### src/rtl/video_pattern_gen.sv
// Multi-mode HDMI test-pattern source: colour bars, checkerboard, grey ramp, solid colour.
// Optional white frame border when PATGEN_BORDER_EN is defined.
module video_pattern_gen #(
    parameter int CNT_W      = 12,
    parameter int H_ACTIVE   = 1280,
    parameter int V_ACTIVE   = 720,
    parameter int NUM_BARS   = 8,
    parameter int CHECK_LOG2 = 5,
    parameter int COLOR_W    = 8
) (
    input  logic                   pxClk,
    input  logic                   I_rst_n,
    input  logic [CNT_W-1:0]       I_hor_cnt,
    input  logic [CNT_W-1:0]       I_ver_cnt,
    input  logic [1:0]             I_mode,
    input  logic [3*COLOR_W-1:0]   I_solid_color,
    output logic [3*COLOR_W-1:0]   O_color_data,
    output logic [1:0]             O_mode_active,
    output logic [7:0]             O_frame_cnt
);

    localparam int PIX_W  = 3 * COLOR_W;
    localparam int BAR_W  = H_ACTIVE / NUM_BARS;
    localparam int SUB_W  = (BAR_W > 1) ? $clog2(BAR_W) : 1;
    localparam int BAR_IW = (NUM_BARS > 1) ? $clog2(NUM_BARS) : 1;

    localparam logic [SUB_W-1:0]  SUB_LAST = SUB_W'(BAR_W - 1);
    localparam logic [BAR_IW-1:0] BAR_LAST = BAR_IW'(NUM_BARS - 1);
    localparam logic [CNT_W-1:0]  H_LIM    = CNT_W'(H_ACTIVE);
    localparam logic [CNT_W-1:0]  V_LIM    = CNT_W'(V_ACTIVE);

    // Stage-1 registers (aligned with the sampled coordinate)
    logic                 valid_s1_reg;
    logic                 active_s1_reg;
    logic [COLOR_W-1:0]   hor_lo_s1_reg;
    logic                 hor_chk_s1_reg;
    logic                 ver_chk_s1_reg;
    logic [PIX_W-1:0]     solid_s1_reg;
    logic [SUB_W-1:0]     sub_cnt_reg;
    logic [BAR_IW-1:0]    bar_idx_reg;
    logic [2:0]           bar_lut_reg;
`ifdef PATGEN_BORDER_EN
    logic                 border_s1_reg;
`endif

    // Frame-level state and stage-2 colour
    logic [1:0]           mode_reg;
    logic [7:0]           frame_cnt_reg;
    logic [PIX_W-1:0]     color_reg;

    logic [PIX_W-1:0]     color_next;
    logic [PIX_W-1:0]     bar_color;
    logic [PIX_W-1:0]     grey_color;
    logic [2:0]           bar_bgr;
    logic                 frame_start;

    assign frame_start = (I_hor_cnt == '0) && (I_ver_cnt == '0);

    // SMPTE-like bar order, encoded as {B,G,R} channel enables
    always_comb begin
        bar_bgr = 3'b000;
        case (bar_lut_reg)
            3'd0: bar_bgr = 3'b111;
            3'd1: bar_bgr = 3'b011;
            3'd2: bar_bgr = 3'b110;
            3'd3: bar_bgr = 3'b010;
            3'd4: bar_bgr = 3'b101;
            3'd5: bar_bgr = 3'b001;
            3'd6: bar_bgr = 3'b100;
            default: bar_bgr = 3'b000;
        endcase
    end

    generate
        for (genvar gi = 0; gi < 3; gi++) begin : g_chan
            assign bar_color[gi*COLOR_W +: COLOR_W]  = {COLOR_W{bar_bgr[gi]}};
            assign grey_color[gi*COLOR_W +: COLOR_W] = hor_lo_s1_reg;
        end
    endgenerate

    always_comb begin
        color_next = '0;
        if (valid_s1_reg && active_s1_reg) begin
`ifdef PATGEN_BORDER_EN
            if (border_s1_reg)
                color_next = '1;
            else
`endif
            case (mode_reg)
                2'd0:    color_next = bar_color;
                2'd1:    color_next = (hor_chk_s1_reg ^ ver_chk_s1_reg) ? '0 : '1;
                2'd2:    color_next = grey_color;
                default: color_next = solid_s1_reg;
            endcase
        end
    end

    always_ff @(posedge pxClk or negedge I_rst_n) begin
        if (!I_rst_n) begin
            valid_s1_reg   <= 1'b0;
            active_s1_reg  <= 1'b0;
            hor_lo_s1_reg  <= '0;
            hor_chk_s1_reg <= 1'b0;
            ver_chk_s1_reg <= 1'b0;
            solid_s1_reg   <= '0;
            sub_cnt_reg    <= '0;
            bar_idx_reg    <= '0;
            bar_lut_reg    <= '0;
`ifdef PATGEN_BORDER_EN
            border_s1_reg  <= 1'b0;
`endif
            mode_reg       <= 2'd0;
            frame_cnt_reg  <= 8'd0;
            color_reg      <= '0;
        end else begin
            valid_s1_reg   <= 1'b1;
            active_s1_reg  <= (I_hor_cnt < H_LIM) && (I_ver_cnt < V_LIM);
            hor_lo_s1_reg  <= I_hor_cnt[COLOR_W-1:0];
            hor_chk_s1_reg <= I_hor_cnt[CHECK_LOG2];
            ver_chk_s1_reg <= I_ver_cnt[CHECK_LOG2];
            solid_s1_reg   <= I_solid_color;
`ifdef PATGEN_BORDER_EN
            border_s1_reg  <= (I_hor_cnt == '0) || (I_hor_cnt == H_LIM - 1'b1) ||
                              (I_ver_cnt == '0) || (I_ver_cnt == V_LIM - 1'b1);
`endif
            // Divider-free bar tracking; hor==0 re-syncs after any counter jump
            if (I_hor_cnt == '0) begin
                sub_cnt_reg <= '0;
                bar_idx_reg <= '0;
                bar_lut_reg <= '0;
            end else if (sub_cnt_reg == SUB_LAST) begin
                sub_cnt_reg <= '0;
                if (bar_idx_reg != BAR_LAST) begin
                    bar_idx_reg <= bar_idx_reg + BAR_IW'(1);
                    bar_lut_reg <= bar_lut_reg + 3'd1;
                end
            end else begin
                sub_cnt_reg <= sub_cnt_reg + SUB_W'(1);
            end
            if (frame_start) begin
                mode_reg      <= I_mode;
                frame_cnt_reg <= frame_cnt_reg + 8'd1;
            end
            color_reg <= color_next;
        end
    end

    assign O_color_data  = color_reg;
    assign O_mode_active = mode_reg;
    assign O_frame_cnt   = frame_cnt_reg;

endmodule

### config.mk
export PLATFORM = sky130hd
export DESIGN_NAME = video_pattern_gen
export DESIGN_NICKNAME = d
export VERILOG_FILES = /design/src/rtl/video_pattern_gen.sv
export SDC_FILE = /design/constraint.sdc
export NUM_CORES = 1
export LEC_CHECK = 0
export BUFFER_PORTS_ARGS = -buffer_cell sky130_fd_sc_hd__clkbuf_2
export CAP_MARGIN = 0
export CORE_UTILIZATION = 46
export CTS_CLUSTER_DIAMETER = 40
export DETAILED_ROUTE_END_ITERATION = 7
export PLACE_DENSITY = 0.74
export SETUP_SLACK_MARGIN = 0.05
export SLEW_MARGIN = 20
export SYNTH_ARGS = -nofsm -noshare
export SYNTH_HDL_FRONTEND = slang
export SYNTH_SLANG_ARGS = --single-unit
### constraint.sdc
create_clock -name pxClk -period 1.6 [get_ports pxClk]
set_input_delay 0.08 -clock pxClk [delete_from_list [all_inputs] [get_ports pxClk]]
set_output_delay 0.08 -clock pxClk [all_outputs]
set_load 0.05 [all_outputs]
Yosys cells after proc, flatten, opt, wreduce, memory -nomap -nowiden. Cells that the tools add are included. W data, S select, Z words.

Flip-flop bits (word level): 84. Latch bits: 0. Memory bits (writable): 0. ROM bits: 0. Input port bits: 52. Output and inout bits: 34. Logic and storage cells: 51. Memories: 0.

$add $sub $neg: 4. Multipliers: 0. Divide/modulo/power cells: 0. Magnitude comparators: 2. Equality and inequality tests: 10. Shift operators: 0. Multiplexer cells: 12. Bitwise operators: 1. Reduce and logical (&&, ||, !) cells: 10.

Operator list (count): $pmux W24 S3 (1); $mux W24 (2); $logic_not A12 Y1 (2); $pmux W3 S7 (1); $mux W3 (6); $add A8 B1 Y8 const B (2); $mux W8 (2); $lt A12 B10 Y1 const B (1); $lt A12 B11 Y1 const B (1); $eq A3 B3 Y1 const B (3); $eq A8 B8 Y1 const B (1); $add A3 B1 Y3 const B (2); $eq A3 B2 Y1 const B (2); $reduce_bool A2 Y1 (2); $eq A3 B1 Y1 const B (1); $logic_and A1 B1 Y1 (3); $logic_not A3 Y1 (1); $ne A3 B3 Y1 const B (1); $eq A2 B1 Y1 const B (1); $eq A2 B2 Y1 const B (1); $logic_not A2 Y1 (1); $reduce_and A2 Y1 (1); $xor A1 B1 Y1 (1).

Depth between registers and ports, before layout.
Depth after elaboration: 4. Gate-level depth with buffers: 6. Depth with buffers taken out: 6.

Least setup slack after synthesis. No wires, ideal clock.

Path kind: register to register. From: reg mode_reg[1] (netlist: O_mode_active[1]). To: reg color_reg[13] (netlist: O_color_data[13]). Library setup time: 0.123 ns. Arrival: 1.542 ns. Required time: 1.477 ns. Path slack: -0.065 ns. Cell stages (with the launch flop): 5. Buffers on the path: 2. Clock period less this slack: 1.665 ns. Cells stage by stage: dfrtp_1 -> buf_2 -> nand2_1 -> clkbuf_1 -> o221a_2.

Word-level cells in the longest chain between the ends: 3. Elaborated cells between the ends (all ways): 5. Those cells by class: eq/ne (2); mux (2); reduce/logical (1).

RTL lines: from (decl) (line 47) `logic [1:0] mode_reg;`; from (signal assigned) (line 141) `mode_reg <= I_mode;`; $eq A2 B2 Y1, or another cell as far along (line 89) `case (mode_reg)`; $pmux W24 S3 * (line 89); $mux W24 * (line 83) `if (valid_s1_reg && active_s1_reg) begin`; net color_next[13] (line 51) `logic [PIX_W-1:0] color_next;`; to (signal assigned) (line 144) `color_reg <= color_next;`; to (decl) (line 49) `logic [PIX_W-1:0] color_reg;`.

Mark *: on every way through the listed nets, which the timed path passes. The rest lies on a longest branch. A chain may end at the register's enable or synchronous reset.

Worst setup path after layout.
From: reg bar_lut_reg[0]. To: reg color_reg[9] (netlist: O_color_data[9]).

Word-level cells in the longest chain between the ends: 4. Elaborated cells between the ends (all ways): 10. Those cells by class: eq/ne (6); mux (3); reduce/logical (1).

RTL lines: from (decl) (line 41) `logic [2:0] bar_lut_reg;`; from (signal assigned) (line 135) `bar_lut_reg <= bar_lut_reg + 3'd1;`; $eq A3 B3 Y1, or another cell as far along (line 62) `case (bar_lut_reg)`; $pmux W3 S7 * (line 62); $pmux W24 S3 * (line 89); $mux W24 * (line 83); net color_next[9] (line 51).

Marks and branches as above.

==> summary.md <==
| Metric | Value |
|---|---|
| Outcome | `complete, but fails checks` |
| Failing checks | `negative setup slack` |
| EDFF count, synth | `0` |
| Crit path launch type | `flop` |
| Layout Skew | `0.00754 ns` |
| Maximum VDD drop | `0.516 mV` |
| 1st-pass router iterations | `6` |
| Syn nets | `293` |
| Sink Count | `83` |
| Inserted Diodes | `0` |
| Pin count of the biggest net entering global routing | `38` |
| Normalized max-slew margin | `46.3%` |
| H-tree depth | `3` |
| Slowest cell on crit path | `dfrtp_1` |
| First-pass GRT wire length | `10500 µm` |
| CP max FO | `8` |
| Fraction of registers with async set/reset | `100%` |
| Via count | `2318` |
| Chip height | `84.6 µm` |
| Worst Hold Class | `input pin to flop` |
| Synth-to-Final Area Change | `38.3%` |
| Post-DP HPWL | `4330 µm` |
| Pwr Density | `955 nW/µm²` |
| Mapped Cells | `232` |
| Post-route DRC | `0` |
| Nets | `428` |
| Nature of the critical path endpoint | `flop` |
| Final min period | `1.63 ns` |
| Critical path class | `flop to flop` |
| Via count of the first global-routing pass | `2291` |
| CORE AREA | `6460 µm²` |
| Fin area | `4340 µm²` |
| Placed insts | `393` |
| # IOs | `86` |
| Root Driver | `clkbuf_8` |
| Req. time, crit path | `1.84 ns` |
| Setup tns final | `-0.111 ns` |
| Die width | `84.6 µm` |
| Clock Tree Buf Depth | `2` |
| CTS tree | `yes` |
| Post-synthesis sequential area ratio | `66.2%` |
| Starting Density | `48.6%` |
| Routability cong. | `0.757` |
| Clk_lat worst skew | `0.35 ns` |
| P_leak | `0.00221 µW` |
| Most frequent cells in the layout | `clkbuf_2 (84), dfrtp_1 (82), dlygate4sd3_1 (36), nand2_1 (24), o221a_2 (24)` |
| Slew Viols, Final | `0` |
| Crit-path cells | `inv_2 > ha_2 > or3_1 > a21oi_2 > nor3_4 > o221a_2` |
| Routed len/inst | `14.2 µm` |
| Primary FF master, synth | `dfrtp_1` |
| Clock-pin slew on the worst setup and hold paths | `0.08 ns` |
| Final Setup Violations | `8` |
| Syn_area_per_cell | `13.5 µm²` |
| Crit share post-route | `102%` |
| #FFs+latches synth | `83` |
| Total Routing Usage GR | `19.4%` |
| Post-placement cell area | `3700 µm²` |
| Initial antenna violation count | `0` |
| Final-report hold violation count | `0` |
| GRT Residual Overflow | `0` |
| I/O Buffers | `85` |
| Clock buffer count from CTS | `9` |
| Via-to-Cell Ratio | `5.16` |
| Row cnt | `29` |
| Most common cell after layout, fill and taps aside | `clkbuf_2` |
| RSZ-0062 raised after global routing | `yes` |
| Antenna violation net count after detailed routing | `0` |
| Fmax | `615 MHz` |
| Share of layout cells above drive strength 1 | `42.2%` |
| Worst endpoint data arrival time | `1.86 ns` |
| PnR Total Power | `4140 µW` |
| Max-cap violations | `0` |
| Cell area after synthesis | `3140 µm²` |
| Yosys cell types | `32` |
| DRT Wirelength | `6390 µm` |
| Final setup margin | `-0.0259 ns` |
| Die Outline Area | `7150 µm²` |
| Crit-path max cell delay | `0.40 ns` |
| Yosys warns | `0` |
| Post-Layout Cell Count | `449` |
| Drt initial violations | `97` |
| Measured slew at the worst slew-check pin | `0.805 ns` |
-- metrics by stage --
| stage | hold slack (ns) | setup slack (ns) | utilization, % |
|---|---|---|---|
| after floorplan | -0.216 | 0.0444 | - |
| after global placement | 0.0650 | 0.0179 | 57.3 |
| after detailed placement | 0.0700 | -0.0338 | 57.3 |
| after CTS | 0.0434 | -0.0228 | 66.7 |
| after global routing | 0.0498 | -0.0865 | 67.2 |
| final | 0.0677 | -0.0259 | 67.2 |
-- power by group --
group	internal, µW	switching [µW]	leakage, µW	total (µW)
sequential	2210	102	0.00104	2320
clock	731	759	0.0000962	1490
combinational	182	155	0.00108	337
-- cell families after synthesis --
kind of cell	after synthesis	share of synthesized area (%)
xor gates and xnor gates	16	4.47
buffers and inverters	12	1.48
DFF	83	66.2
other	1	0.120
and+or+nand+nor	73	11.9
muxes	6	2.03
adders and majority gates	9	3.59
AOI/OAI and AO/OA	32	10.2
-- final cells by class --
| type | instances | area [µm²] |
|---|---|---|
| Clock inverter | 7 | 76.3 |
| Multi-Input combinational cell | 137 | 1060 |
| Inverter | 5 | 18.8 |
| Tap cell | 77 | 96.3 |
| Sequential cell | 83 | 2080 |
| Fill cell | 461 | 2120 |
| Timing Repair Buffer | 131 | 880 |
| Clock buffer | 9 | 124 |
-- what timing repair did --
action	4_1_cts	5_1_grt
endpoints found under the setup margin	11	17
gates cloned	0	0
resized for setup	5	6
pin swaps	2	2
endpoints found under the hold margin	70	0
buffers inserted	4	0
hold buffers	36	0
-- layer usage --
layer  part of all wire, %  global-route usage, %  routed length [µm]  up-vias
met2                    50                   32.5                3210       89
met1                    42                   24.1                2700     1118
met4                   1.4                   6.32                  91        0
li1                      -                      -                   -     1100
met3                   6.0                   6.19                 385       11
met5                     0                      0                   0        -
-- cells in the mapped netlist, types with 2 or more instances --
library cell / n / area [µm²]
a21oi_1: 2 / 10.0
nor3_1: 5 / 25.0
o21a_1: 2 / 15.0
xor2_1: 11 / 96.3
mux2_2: 3 / 33.8
nor4_2: 3 / 37.5
ha_1: 9 / 113
clkbuf_1: 6 / 22.5
xnor2_1: 5 / 43.8
nor2_1: 19 / 71.3
mux2i_1: 3 / 30.0
nand2_1: 24 / 90.1
o21ai_0: 2 / 10.0
nor4_1: 5 / 31.3
o221a_2: 24 / 270
dfrtp_1: 83 / 2080
inv_1: 5 / 18.8
nand3_1: 7 / 35.0
-- worst max-delay path, delay by kind of cell, from the launching register on --
kind,cells,cell delay [ns]
compound gates,2,0.42
fa+ha+maj,1,0.19
buf+inv,1,0.07
flops,1,0.40
simple gates,2,0.44
-- worst paths after layout --
check                                     from                to  slack, ns  cells past startpoint
worst max-delay path            bar_lut_reg[0]   O_color_data[9]      -0.03                      6
worst min-delay path             I_hor_cnt[11]     active_s1_reg       0.07                      2
worst max register to register  bar_lut_reg[0]   O_color_data[9]      -0.03                      6
worst min register to register  O_frame_cnt[7]    O_frame_cnt[7]       0.47                      1
max in group asynchronous              I_rst_n  O_color_data[21]       0.84                      3
min in group asynchronous              I_rst_n      valid_s1_reg       0.23                      2
Note: power is estimated with default switching activity, not from simulation.
